### config.mk
export PLATFORM = sky130hd
export DESIGN_NAME = mul_host_scheduler
export DESIGN_NICKNAME = d
export VERILOG_FILES = /design/src/rtl/mul_host_pkg.sv /design/src/rtl/mul_frame_assembler.sv /design/src/rtl/mul_host_scheduler.sv
export SDC_FILE = /design/constraint.sdc
export NUM_CORES = 1
export LEC_CHECK = 0
export BUFFER_PORTS_ARGS = -buffer_cell sky130_fd_sc_hd__clkbuf_2
export CAP_MARGIN = 20
export CORE_MARGIN = 5
export CORE_UTILIZATION = 55
export CTS_CLUSTER_DIAMETER = 30
export CTS_CLUSTER_SIZE = 30
export DETAILED_ROUTE_END_ITERATION = 6
export PLACE_DENSITY = 0.76
export SETUP_SLACK_MARGIN = 0.4
export SLEW_MARGIN = 40
export SYNTH_ARGS = -nofsm -noshare
export SYNTH_HDL_FRONTEND = slang
export SYNTH_HIERARCHICAL = 1
export SYNTH_SLANG_ARGS = --single-unit
### constraint.sdc
create_clock -name clk -period 2.6 [get_ports clk]
set_input_delay 0.13 -clock clk [delete_from_list [all_inputs] [get_ports clk]]
set_output_delay 0.13 -clock clk [all_outputs]
set_load 0.01 [all_outputs]
### src/rtl/mul_host_pkg.sv
// Shared types and constants for the multiplier host scheduler.
package mul_host_pkg;

  typedef enum logic [2:0] {
    IDLE,
    ISSUE,
    WAIT_MUL,
    SEND,
    WAIT_TX
  } state_t;

  localparam logic CH_UART = 1'b0;
  localparam logic CH_SPI  = 1'b1;

  localparam int OP_W_DFLT = 8;
  localparam int NB        = OP_W_DFLT / 8;

  function automatic logic [1:0] ch_onehot(input logic ch);
    return (ch == CH_SPI) ? 2'b10 : 2'b01;
  endfunction

endpackage

### src/rtl/mul_frame_assembler.sv
// Per-link operand frame builder: shifts A then B in MSB-first, holds the frame
// (pend) until the scheduler has returned the full result on that link.
module mul_frame_assembler #(
  parameter int OP_W = 8
) (
  input  logic            clk,
  input  logic            rst_n,
  input  logic            rx_valid_i,
  input  logic [7:0]      rx_data_i,
  input  logic            clear_i,
  output logic [OP_W-1:0] a_o,
  output logic [OP_W-1:0] b_o,
  output logic            pend_o,
  output logic            overrun_o
);

  localparam int NBYTES = OP_W / 8;
  localparam int CW     = $clog2(2 * NBYTES + 1);

  logic [CW-1:0]     cnt_q, cnt_d;
  logic [2*OP_W-1:0] frame_q, frame_d;
  logic              pend_q, pend_d;
  logic              ovr_q, ovr_d;

  always_comb begin
    cnt_d   = cnt_q;
    frame_d = frame_q;
    pend_d  = pend_q;
    ovr_d   = ovr_q;
    if (pend_q) begin
      // frame is owned by the scheduler; any new byte is lost
      if (rx_valid_i) ovr_d = 1'b1;
      if (clear_i) begin
        pend_d = 1'b0;
        cnt_d  = '0;
      end
    end else if (rx_valid_i) begin
      frame_d = {frame_q[2*OP_W-9:0], rx_data_i};
      if (cnt_q == CW'(2 * NBYTES - 1)) begin
        pend_d = 1'b1;
        cnt_d  = '0;
      end else begin
        cnt_d = cnt_q + 1'b1;
      end
    end
  end

  always_ff @(posedge clk or negedge rst_n) begin
    if (!rst_n) begin
      cnt_q   <= '0;
      frame_q <= '0;
      pend_q  <= 1'b0;
      ovr_q   <= 1'b0;
    end else begin
      cnt_q   <= cnt_d;
      frame_q <= frame_d;
      pend_q  <= pend_d;
      ovr_q   <= ovr_d;
    end
  end

  assign a_o       = frame_q[2*OP_W-1:OP_W];
  assign b_o       = frame_q[OP_W-1:0];
  assign pend_o    = pend_q;
  assign overrun_o = ovr_q;

endmodule

### src/rtl/mul_host_scheduler.sv
// Round-robin host sharing one multiplier between the UART and SPI byte links.
//   state    | meaning
//   IDLE     | no owner; arbitrate between pending frames
//   ISSUE    | present operands of the owner, pulse mul_start
//   WAIT_MUL | wait for mul_done or timer terminal count
//   SEND     | launch the next result byte on the owner link
//   WAIT_TX  | wait for the owner link to finish that byte
module mul_host_scheduler
  import mul_host_pkg::*;
#(
  parameter int OP_W    = 8 * NB,
  parameter int TIMEOUT = 255
) (
  input  logic              clk,
  input  logic              rst_n,
  input  logic              uart_rx_valid_i,
  input  logic [7:0]        uart_rx_data_i,
  input  logic              uart_tx_ready_i,
  output logic              uart_tx_start_o,
  output logic [7:0]        uart_tx_data_o,
  input  logic              spi_rx_valid_i,
  input  logic [7:0]        spi_rx_data_i,
  input  logic              spi_tx_done_i,
  output logic              spi_tx_load_o,
  output logic [7:0]        spi_tx_data_o,
  output logic              mul_start_o,
  output logic [OP_W-1:0]   mul_a_o,
  output logic [OP_W-1:0]   mul_b_o,
  input  logic              mul_done_i,
  input  logic [2*OP_W-1:0] mul_p_i,
  output logic [1:0]        grant_o,
  output logic              busy_o,
  output logic [1:0]        overrun_o,
  output logic              err_timeout_o
);

  localparam int NBYTES = OP_W / 8;
  localparam int TW     = $clog2(TIMEOUT + 1);
  localparam int IW     = (NBYTES > 1) ? $clog2(2 * NBYTES) : 1;

  logic [OP_W-1:0] a_u, b_u, a_s, b_s;
  logic            pend_u, pend_s, clr_u, clr_s;

  mul_frame_assembler #(.OP_W(OP_W)) u_asm_uart (
    .clk       (clk),
    .rst_n     (rst_n),
    .rx_valid_i(uart_rx_valid_i),
    .rx_data_i (uart_rx_data_i),
    .clear_i   (clr_u),
    .a_o       (a_u),
    .b_o       (b_u),
    .pend_o    (pend_u),
    .overrun_o (overrun_o[CH_UART])
  );

  mul_frame_assembler #(.OP_W(OP_W)) u_asm_spi (
    .clk       (clk),
    .rst_n     (rst_n),
    .rx_valid_i(spi_rx_valid_i),
    .rx_data_i (spi_rx_data_i),
    .clear_i   (clr_s),
    .a_o       (a_s),
    .b_o       (b_s),
    .pend_o    (pend_s),
    .overrun_o (overrun_o[CH_SPI])
  );

  state_t            state_q, state_d;
  logic              ch_q, ch_d, last_q, last_d, first_q, first_d;
  logic [1:0]        grant_q, grant_d;
  logic [TW-1:0]     tmr_q, tmr_d;
  logic [IW-1:0]     idx_q, idx_d;
  logic [2*OP_W-1:0] res_q, res_d;
  logic              mstart_q, mstart_d, err_q, err_d;
  logic [OP_W-1:0]   ma_q, ma_d, mb_q, mb_d;
  logic              ustart_q, ustart_d, sload_q, sload_d;
  logic [7:0]        udata_q, udata_d, sdata_q, sdata_d;
  logic              pick, tx_fin;
  logic [7:0]        tx_byte;

  assign tx_byte = res_q[2*OP_W-1 -: 8];

  always_comb begin
    state_d  = state_q;
    ch_d     = ch_q;
    last_d   = last_q;
    first_d  = first_q;
    grant_d  = grant_q;
    tmr_d    = tmr_q;
    idx_d    = idx_q;
    res_d    = res_q;
    err_d    = err_q;
    ma_d     = ma_q;
    mb_d     = mb_q;
    udata_d  = udata_q;
    sdata_d  = sdata_q;
    mstart_d = 1'b0;
    ustart_d = 1'b0;
    sload_d  = 1'b0;
    clr_u    = 1'b0;
    clr_s    = 1'b0;
    pick     = CH_UART;
    tx_fin   = 1'b0;
    case (state_q)
      IDLE: begin
        if (pend_u || pend_s) begin
          if (pend_u && pend_s) pick = ~last_q;
          else                  pick = pend_s ? CH_SPI : CH_UART;
          ch_d    = pick;
          last_d  = pick;
          grant_d = ch_onehot(pick);
          state_d = ISSUE;
        end
      end
      ISSUE: begin
        ma_d     = (ch_q == CH_SPI) ? a_s : a_u;
        mb_d     = (ch_q == CH_SPI) ? b_s : b_u;
        mstart_d = 1'b1;
        tmr_d    = TW'(TIMEOUT - 1);
        state_d  = WAIT_MUL;
      end
      WAIT_MUL: begin
        if (mul_done_i) begin
          res_d   = mul_p_i;
          idx_d   = '0;
          state_d = SEND;
        end else if (tmr_q == '0) begin
          res_d   = '1;
          err_d   = 1'b1;
          idx_d   = '0;
          state_d = SEND;
        end else begin
          tmr_d = tmr_q - 1'b1;
        end
      end
      SEND: begin
        if (ch_q == CH_SPI) begin
          sload_d = 1'b1;
          sdata_d = tx_byte;
          res_d   = {res_q[2*OP_W-9:0], 8'h00};
          state_d = WAIT_TX;
        end else if (uart_tx_ready_i) begin
          ustart_d = 1'b1;
          udata_d  = tx_byte;
          res_d    = {res_q[2*OP_W-9:0], 8'h00};
          first_d  = 1'b1;
          state_d  = WAIT_TX;
        end
      end
      WAIT_TX: begin
        // UART ready may still read high in the cycle right after start
        if (ch_q == CH_SPI)  tx_fin = spi_tx_done_i;
        else if (first_q)    first_d = 1'b0;
        else                 tx_fin = uart_tx_ready_i;
        if (tx_fin) begin
          if (idx_q == IW'(2 * NBYTES - 1)) begin
            clr_u   = (ch_q == CH_UART);
            clr_s   = (ch_q == CH_SPI);
            grant_d = 2'b00;
            state_d = IDLE;
          end else begin
            idx_d   = idx_q + 1'b1;
            state_d = SEND;
          end
        end
      end
      default: state_d = IDLE;
    endcase
  end

  always_ff @(posedge clk or negedge rst_n) begin
    if (!rst_n) begin
      state_q  <= IDLE;
      ch_q     <= CH_UART;
      last_q   <= CH_SPI;
      first_q  <= 1'b0;
      grant_q  <= 2'b00;
      tmr_q    <= '0;
      idx_q    <= '0;
      res_q    <= '0;
      err_q    <= 1'b0;
      ma_q     <= '0;
      mb_q     <= '0;
      mstart_q <= 1'b0;
      ustart_q <= 1'b0;
      udata_q  <= '0;
      sload_q  <= 1'b0;
      sdata_q  <= '0;
    end else begin
      state_q  <= state_d;
      ch_q     <= ch_d;
      last_q   <= last_d;
      first_q  <= first_d;
      grant_q  <= grant_d;
      tmr_q    <= tmr_d;
      idx_q    <= idx_d;
      res_q    <= res_d;
      err_q    <= err_d;
      ma_q     <= ma_d;
      mb_q     <= mb_d;
      mstart_q <= mstart_d;
      ustart_q <= ustart_d;
      udata_q  <= udata_d;
      sload_q  <= sload_d;
      sdata_q  <= sdata_d;
    end
  end

  assign uart_tx_start_o = ustart_q;
  assign uart_tx_data_o  = udata_q;
  assign spi_tx_load_o   = sload_q;
  assign spi_tx_data_o   = sdata_q;
  assign mul_start_o     = mstart_q;
  assign mul_a_o         = ma_q;
  assign mul_b_o         = mb_q;
  assign grant_o         = grant_q;
  assign busy_o          = (state_q != IDLE);
  assign err_timeout_o   = err_q;

endmodule

Word-level counts from Yosys, hierarchy flattened --
Cells that the tools add are included.
Storage, ports and cells: flip-flop bits (word level) 109, input bits 39, output and inout port bits 41, logic and storage cells 146
Cells by class: add/subtract/negate cells 4, equal/unequal tests 18, multiplexer cells 67, bitwise gates (word level) 5, reductions and logical operators 28
Operator list (number):
- 16-bit 2-to-1 mux | 4
- 1-bit 2-to-1 mux | 34
- 8-bit 2-to-1 mux | 4
- 16-bit one-hot mux with 2 select lines | 1
- 2-bit 2-to-1 mux | 13
- 2-bit != test (second input constant) | 10
- 3-bit 2-to-1 mux | 6
- 8-bit one-hot mux with 2 select lines | 1
- 2-bit AND reduction | 8
- 3-bit one-hot mux with 5 select lines | 1
- 3-bit AND reduction | 5
- 2-bit nonzero test | 7
- 4-bit AND reduction | 3
- 8-bit logical NOT | 1
- 8-bit by 1-bit subtractor with 8-bit output (second input constant) | 1
- 3-bit by 2-bit == test with 1-bit output (second input constant) | 2
- 3-bit != test (second input constant) | 2
- 1-bit inverter | 5
- 2-bit by 1-bit adder with 2-bit output (second input constant) | 2
- 2-bit by 1-bit == test with 1-bit output (second input constant) | 2
- 1-bit one-hot mux with 2 select lines | 2
- 2-bit one-hot mux with 2 select lines | 1
- 3-bit by 1-bit == test with 1-bit output (second input constant) | 1
- 3-bit == test (second input constant) | 1
- other kinds (5) | 5

Logic depth before layout (Yosys ltp) --
Gate-level depths: netlist of run 1.
word-level depth 7, gate-level depth with buffers 8, gate-level depth less buffers 6

Cells and area by module --
The synthesis of run 1 kept the hierarchy.
By module, submodules not included:
- mul_host_scheduler | instances 1, cells each 300, area each 3254.4 um^2, sequential area each 1727.9 um^2
- mul_frame_assembler | instances 2, cells each 48, area each 818.3 um^2, sequential area each 500.5 um^2

Worst setup path after synthesis of run 1 --
OpenSTA, ideal clock, no wires.
kind flip-flop to flip-flop, start point register tmr_q[4], end point register res_q[10], library setup time 125 ps, arrival time 2013 ps, data required time 2475 ps, slack 462 ps, stages on the path, launching flop included 7, buffers on the path 2, period minus slack after synthesis 2138 ps, path through dfrtp_1 > or4_4 > o31a_1 > a211o_1 > buf_6 > buf_12 > mux2_4
Between the ends: cells in the longest elaborated chain, start to end 3
RTL lines:
- start, declared | line mul_host_scheduler.sv:71 | logic [TW-1:0] tmr_q, tmr_d;
- start signal, assigned | line mul_host_scheduler.sv:195 | tmr_q <= tmr_d;
- 8-bit logical NOT | line mul_host_scheduler.sv:127 | end else if (tmr_q == '0) begin
- 3-bit != test (no source line)
- 3-bit AND reduction (no source line)
- end signal, assigned | line mul_host_scheduler.sv:197 | res_q <= res_d;
- end, declared | line mul_host_scheduler.sv:73 | logic [2*OP_W-1:0] res_q, res_d;
Every way passes these cells. A chain may end at the register's enable or synchronous reset.

Worst setup path after layout of run 1 --
start point register tmr_q[5], end point register res_q[8]
Same word-level chain as after synthesis.

==> results of run 1 <==
[registers in the layout, indices dropped and copies added (netlist names), 2 cells and up]
| register | count |
|---|---|
| grant_o | 2 |
| mul_a_o | 8 |
| mul_b_o | 8 |
| res_q | 16 |
| spi_tx_data_o | 8 |
| state_q | 3 |
| tmr_q | 8 |
| u_asm_spi/cnt_q | 2 |
| u_asm_spi/frame_q | 16 |
| u_asm_uart/cnt_q | 2 |
| u_asm_uart/frame_q | 16 |
| uart_tx_data_o | 8 |
[per-stage QoR]
stage | instance area (sq um) | hold WS [ns] | utilization | total power [W] | setup WS, ns
floorplan | 4890 | -0.166 | - | 0.00490 | 0.462
global placement | 5340 | 0.176 | 0.615 | 0.00548 | 0.279
detailed placement | 5340 | 0.192 | 0.615 | 0.00563 | 0.225
CTS | 5730 | 0.0162 | 0.661 | 0.00670 | 0.435
global route | 5740 | 0.0361 | 0.662 | 0.00712 | 0.410
finish | 5740 | 0.0258 | 0.662 | 0.00665 | 0.483
[cells by family (layout without fill, tap and decap cells)]
family                     Yosys count  count (layout)  share of synthesized area
DFF                                109             109                      0.558
and+or+nand+nor                     89              89                     0.0888
muxes                               84              84                      0.211
AOI/OAI and AO/OA                   64              64                     0.0824
buffers and inverters               45             146                     0.0491
xor gates and xnor gates             3               3                    0.00537
adders and majority gates            2               2                    0.00512
[synthesized netlist by cell type (all sizes together), types with 4 or more instances]
master,n
nand3,8
a21oi,28
mux2i,20
dfrtp,108
nor2b,5
a31oi,8
nor2,32
nor3,7
o22ai,4
nand2,21
o31ai,5
clkbuf,14
o21ai,5
mux2,64
buf,7
inv,24
[final cells by class]
| class | instances | share of cell area |
|---|---|---|
| inverter | 24 | 0.0157 |
| multi-input combinational | 242 | 0.338 |
| clock buffer | 9 | 0.0216 |
| tap | 108 | 0.0235 |
| sequential | 109 | 0.475 |
| clock inverter | 7 | 0.0139 |
| timing repair buffer | 106 | 0.112 |
[report_power, final]
group          leakage [nW]  switching [W]  internal, W  total [W]
Sequential             1.22       0.000560      0.00244    0.00300
Clock                 0.105       0.000647     0.000387    0.00103
Combinational          1.34        0.00123      0.00139    0.00262
[routing by layer]
metal,wire length (um),global-route usage,up-vias
met5,0,0,-
met1,4330,0.239,1623
met3,507,0.0416,13
li1,-,-,1572
met4,129,0.0564,0
met2,4810,0.304,93
[worst max path at each step]
stage,start,to,depth (start not counted)
final,tmr_q[5],res_q[8],4
after global routing,tmr_q[5],res_q[8],4
after CTS,tmr_q[5],res_q[8],4
after detailed placement,tmr_q[4],res_q[14],4
after global placement,tmr_q[4],res_q[11],4
after floorplan,tmr_q[4],res_q[10],6
[layout by cell type, fill, tap and decap left out, types with 7 or more instances in the layout]
master,n
dfrtp_1,108
clkbuf_2,78
mux2_2,34
nor2_1,32
mux2_4,30
a21oi_1,28
inv_1,24
nand2_1,21
mux2i_1,20
dlygate4sd3_1,18
buf_4,10
clkbuf_8,9
nand3_1,8
a31oi_1,8
nor3_1,7
[timing repair]
item	4_1_cts	5_1_grt
setup buffers	0	0
pin swaps	0	1
hold buffers	18	0
setup endpoints to repair	16	25
endpoints found under the hold margin	61	0
resized for setup	2	2
==> run metrics, run 1 <==
layout cells sized above 1=0.366; register bit count reported by yosys=109; vias in the first global route=3,500; crit-path max FO=16; reg-to-reg slack, setup=0.48 ns; hold depth=2; largest area contributor in the netlist=dfrtp_1; hold crit path type=in2reg; Worst path slowest cell=or4_4; Final Hold Fails=0; post-layout min period=2.12 ns; Final ANT Viol Nets=0; crit path cell chain=or4_4, o31a_1, a211o_4, mux2_4; Inserted Clock Buffers=9; # IOs=80; worst setup path class=reg2reg; worst skew pair latency=0.39 ns; num rows=34; WP data required=2.87 ns; clock-pin slew on the worst setup and hold paths=0.12 ns; Yosys top cell area share=0.553; top cells by area, synth=dfrtp_1 55%, mux2_4 9.2%, mux2_2 7.8%, mux2i_1 4.1%, a21oi_1 2.9%; Worst-Margin Slew=0.612 ns; clk sinks=109; Buf/Inv on CP=0; hold_sp=spi_rx_valid_i; syn_nets=437; fmax=472 MHz; Final setup viols=0; H-tree Lvls=3; die area=10,900 sq um; Mapped Cells=396; Warnings, synthesis=6; Initial Util=0.564; largest net degree at the start of global routing=49; EDFF count, synth=0; Reg area=2730 sq um; GRT Util Overall=0.183; Layout area overhead=17.4%; total gr overflow=0; multi-input logic area=1940 sq um; Fin Clk Skew=0.0152 ns; pwr dens=1160 nW/um^2; post-route insts no fill=605; initial antenna violation count=0; async set or reset register ratio after synthesis=1.00; first-pass GRT wire length=16,500 um; fill count=652; hpwl dp=6870 um; Vias=3,301; crit path launch type=flop; die width=104 um; Max VDD drop=0.628 mV; worst r2r src=tmr_q[5]; setup TNS=0 ns; Crit. End Element=flop; core area=8680 sq um; die extent in y=104 um; R2R cell count=4; wire per inst=16.2 um; CTS tree=built; max-cap violation count=0; DRC viols=0; status=finished, final reports clean; placed insts=571; Initial DRC Count=155; sequential-to-total area share from yosys stat=0.558; Leak=2.66 nW; Max Slew Vio Count=0; routability cong.=0.860; 1st-pass router iterations=4; RSZ-0062 raised after global routing=no; fin crit share=0.814; Rel. slew slack=0.589; CP delay by family, top=compound AO/OA/AOI/OAI gates; Syn Area/Cell=12.4 sq um; WHS Endpoint=u_asm_spi/overrun_o; Clock Path Buffers=2; synth unique cells=48; ANT cells=0; clock root cell=clkbuf_8; Synth Flop Type=dfrtp_1; vias per inst=5.46; FF-to-FF End=res_q[8]; CP peak stage delay=0.57 ns; Port-buffer cells=79; Post-Syn Area=4890 sq um; Nets=533; routed wire length=9780 um; Crit path arrival time=2.39 ns
Note: power is estimated with default switching activity, not from simulation.
==> inputs of run 2 (changes only) <==
Clock period 2.6 ns to 2.1 ns, I/O delays scaled along.
==> run 2 against run 1 <==
Compared with the run above: global-route usage grew 0.19 points; critical path depth increased by 1; utilization is 2.9 points higher; worst hold slack better by 0.083 ns; critical path type unchanged; critical endpoint is now res_q[14]; largest cell class unchanged; largest power group unchanged; highest routed layer unchanged.
==> run metrics, run 2 (synthesis gave the netlist of run 1 again) <==
status=finished, final reports clean (unchanged); CTS tree=built (unchanged); initial antenna violation count=0 (unchanged); Rel. slew slack=0.619 (was 0.589); total gr overflow=0 (unchanged); DP Worst Slack=0.0476 ns (was 0.225 ns); Inserted Clock Buffers=9 (unchanged); crit path cell chain=or4_4, o31a_1, a211o_1, buf_12, mux2_4 (was or4_4, o31a_1, a211o_4, mux2_4); pwr dens=1420 nW/um^2 (was 1160 nW/um^2); 1st-pass router iterations=5 (was 4); Max Slew Vio Count=0 (unchanged); Nets=550 (was 533); vias per inst=5.41 (was 5.46); Max VDD drop=0.735 mV (was 0.628 mV); placed cell areas=5470 sq um (was 5340 sq um); num rows=34 (unchanged); fill count=634 (was 652); DRC viols=0 (unchanged); Clock Path Buffers=2 (unchanged); Initial Util=0.564 (unchanged); Layout area overhead=22.6% (was 17.4%); fmax=489 MHz (was 472 MHz); worst skew pair latency=0.38 ns (was 0.39 ns); Setup WS post-layout=0.0567 ns (was 0.483 ns); Final Core Density=0.691 (was 0.662); WP data required=2.36 ns (was 2.87 ns); vias in the first global route=3,468 (was 3,500); max-cap violation count=0 (unchanged); die area=10,900 sq um (unchanged); H-tree Lvls=3 (unchanged); core area=8680 sq um (unchanged); ANT cells=0 (unchanged); hpwl dp=6550 um (was 6870 um); Final setup viols=0 (unchanged); first-pass GRT wire length=16,700 um (was 16,500 um); crit path launch type=flop (unchanged); # IOs=80 (unchanged); largest net degree at the start of global routing=43 (was 49); GRT Util Overall=0.185 (was 0.183); routability cong.=0.828 (was 0.860); most frequent cells in the layout=105 x dfrtp_1, 78 x clkbuf_2, 34 x mux2_2, 31 x nor2_1, 30 x mux2_4 (was 108 x dfrtp_1, 78 x clkbuf_2, 34 x mux2_2, 32 x nor2_1, 30 x mux2_4); Leak=2.77 nW (was 2.66 nW); Worst path slowest cell=or4_4 (unchanged); crit-path max FO=16 (unchanged); WHS=0.109 ns (was 0.0258 ns); CP peak stage delay=0.56 ns (was 0.57 ns); post-layout min period=2.04 ns (was 2.12 ns); die extent in y=104 um (unchanged); wire per inst=16.1 um (was 16.2 um); Fin Clk Skew=0.0136 ns (was 0.0152 ns); biggest regs=res_q: 16 flops, u_asm_spi/frame_q: 16 flops, u_asm_uart/frame_q: 16 flops (unchanged); Final ANT Viol Nets=0 (unchanged); layout cells sized above 1=0.416 (was 0.366); routed wire length=10000 um (was 9780 um); Initial DRC Count=119 (was 155); RSZ-0062 raised after global routing=yes (was no); commonest non-fill, non-tap cell in the layout=dfrtp_1 (unchanged); clk sinks=109 (unchanged); fin crit share=0.973 (was 0.814); hold crit path type=in2reg (unchanged); design area=6000 sq um (was 5740 sq um); Final Hold Fails=0 (unchanged); clock-pin slew on the worst setup and hold paths=0.10 ns (was 0.12 ns); worst setup path class=reg2reg (unchanged); die width=104 um (unchanged); Vias=3,363 (was 3,301); Crit. End Element=flop (unchanged); Port-buffer cells=79 (unchanged); clock root cell=clkbuf_8 (unchanged); Worst-Margin Slew=0.571 ns (was 0.612 ns); Crit path arrival time=2.30 ns (was 2.39 ns)
## run 2: area by class of cell
cell class / count / area [sq um] / area share
multi-input cells: 242 / 2020 / 0.336
clock buffers: 10 / 138 / 0.0230
flip-flops and latches: 109 / 2730 / 0.456
well taps: 108 / 135 / 0.0225
clock inverters: 6 / 51.3 / 0.00856
inverters: 24 / 93.8 / 0.0157
repair buffers: 123 / 830 / 0.138
## run 2: path summary, 6_finish.rpt
| path | startpoint | endpoint | depth (start not counted) | slack [ns] |
|---|---|---|---|---|
| worst max-delay path | tmr_q[5] | res_q[14] | 5 | 0.06 |
| min in group asynchronous | rst_n | uart_tx_data_o[2] | 2 | 0.25 |
| worst min-delay path | uart_tx_ready_i | state_q[0] | 4 | 0.11 |
| worst min register to register | u_asm_uart/cnt_q[1] | u_asm_uart/pend_o | 1 | 0.47 |
| worst max register to register | tmr_q[5] | res_q[14] | 5 | 0.06 |
| max in group asynchronous | rst_n | last_q | 3 | 1.21 |
## run 2: worst max-delay path: cells and delay by family (launching register included)
family / cells / cell delay [ns]
mux: 1 / 0.29
simple gates: 1 / 0.56
compound gates: 2 / 0.52
buf+inv: 1 / 0.17
flops: 1 / 0.39
## run 2: per-layer routing
| metal | wire (um) | vias to the layer above | track usage |
|---|---|---|---|
| met5 | 0 | - | 0 |
| met4 | 134 | 0 | 0.0500 |
| met3 | 555 | 13 | 0.0459 |
| met2 | 5020 | 77 | 0.314 |
| met1 | 4290 | 1669 | 0.235 |
| li1 | - | 1604 | - |
## run 2: power breakdown
part           total, W  switching, W  internal (W)
registers       0.00368      0.000654       0.00303
logic           0.00359       0.00168       0.00191
clock network   0.00124      0.000757      0.000486
total           0.00852       0.00309       0.00543
## run 2: metrics by stage
stage | setup TNS (ns) | instances | power (W)
final | 0 | 622 | 0.00852
after detailed placement | 0 | 578 | 0.00711
after global routing | -0.00296 | 622 | 0.00908
after CTS | 0 | 614 | 0.00842
after global placement | 0 | 578 | 0.00696
after floorplan | 0 | 396 | 0.00612
## run 2: timing repair
item	4_1_cts	5_1_grt
hold buffers	19	0
buffers inserted	1	8
setup endpoints to repair	55	54
pin swaps	1	3
endpoints found under the hold margin	58	0
cloned	0	0
gates resized for setup	9	14
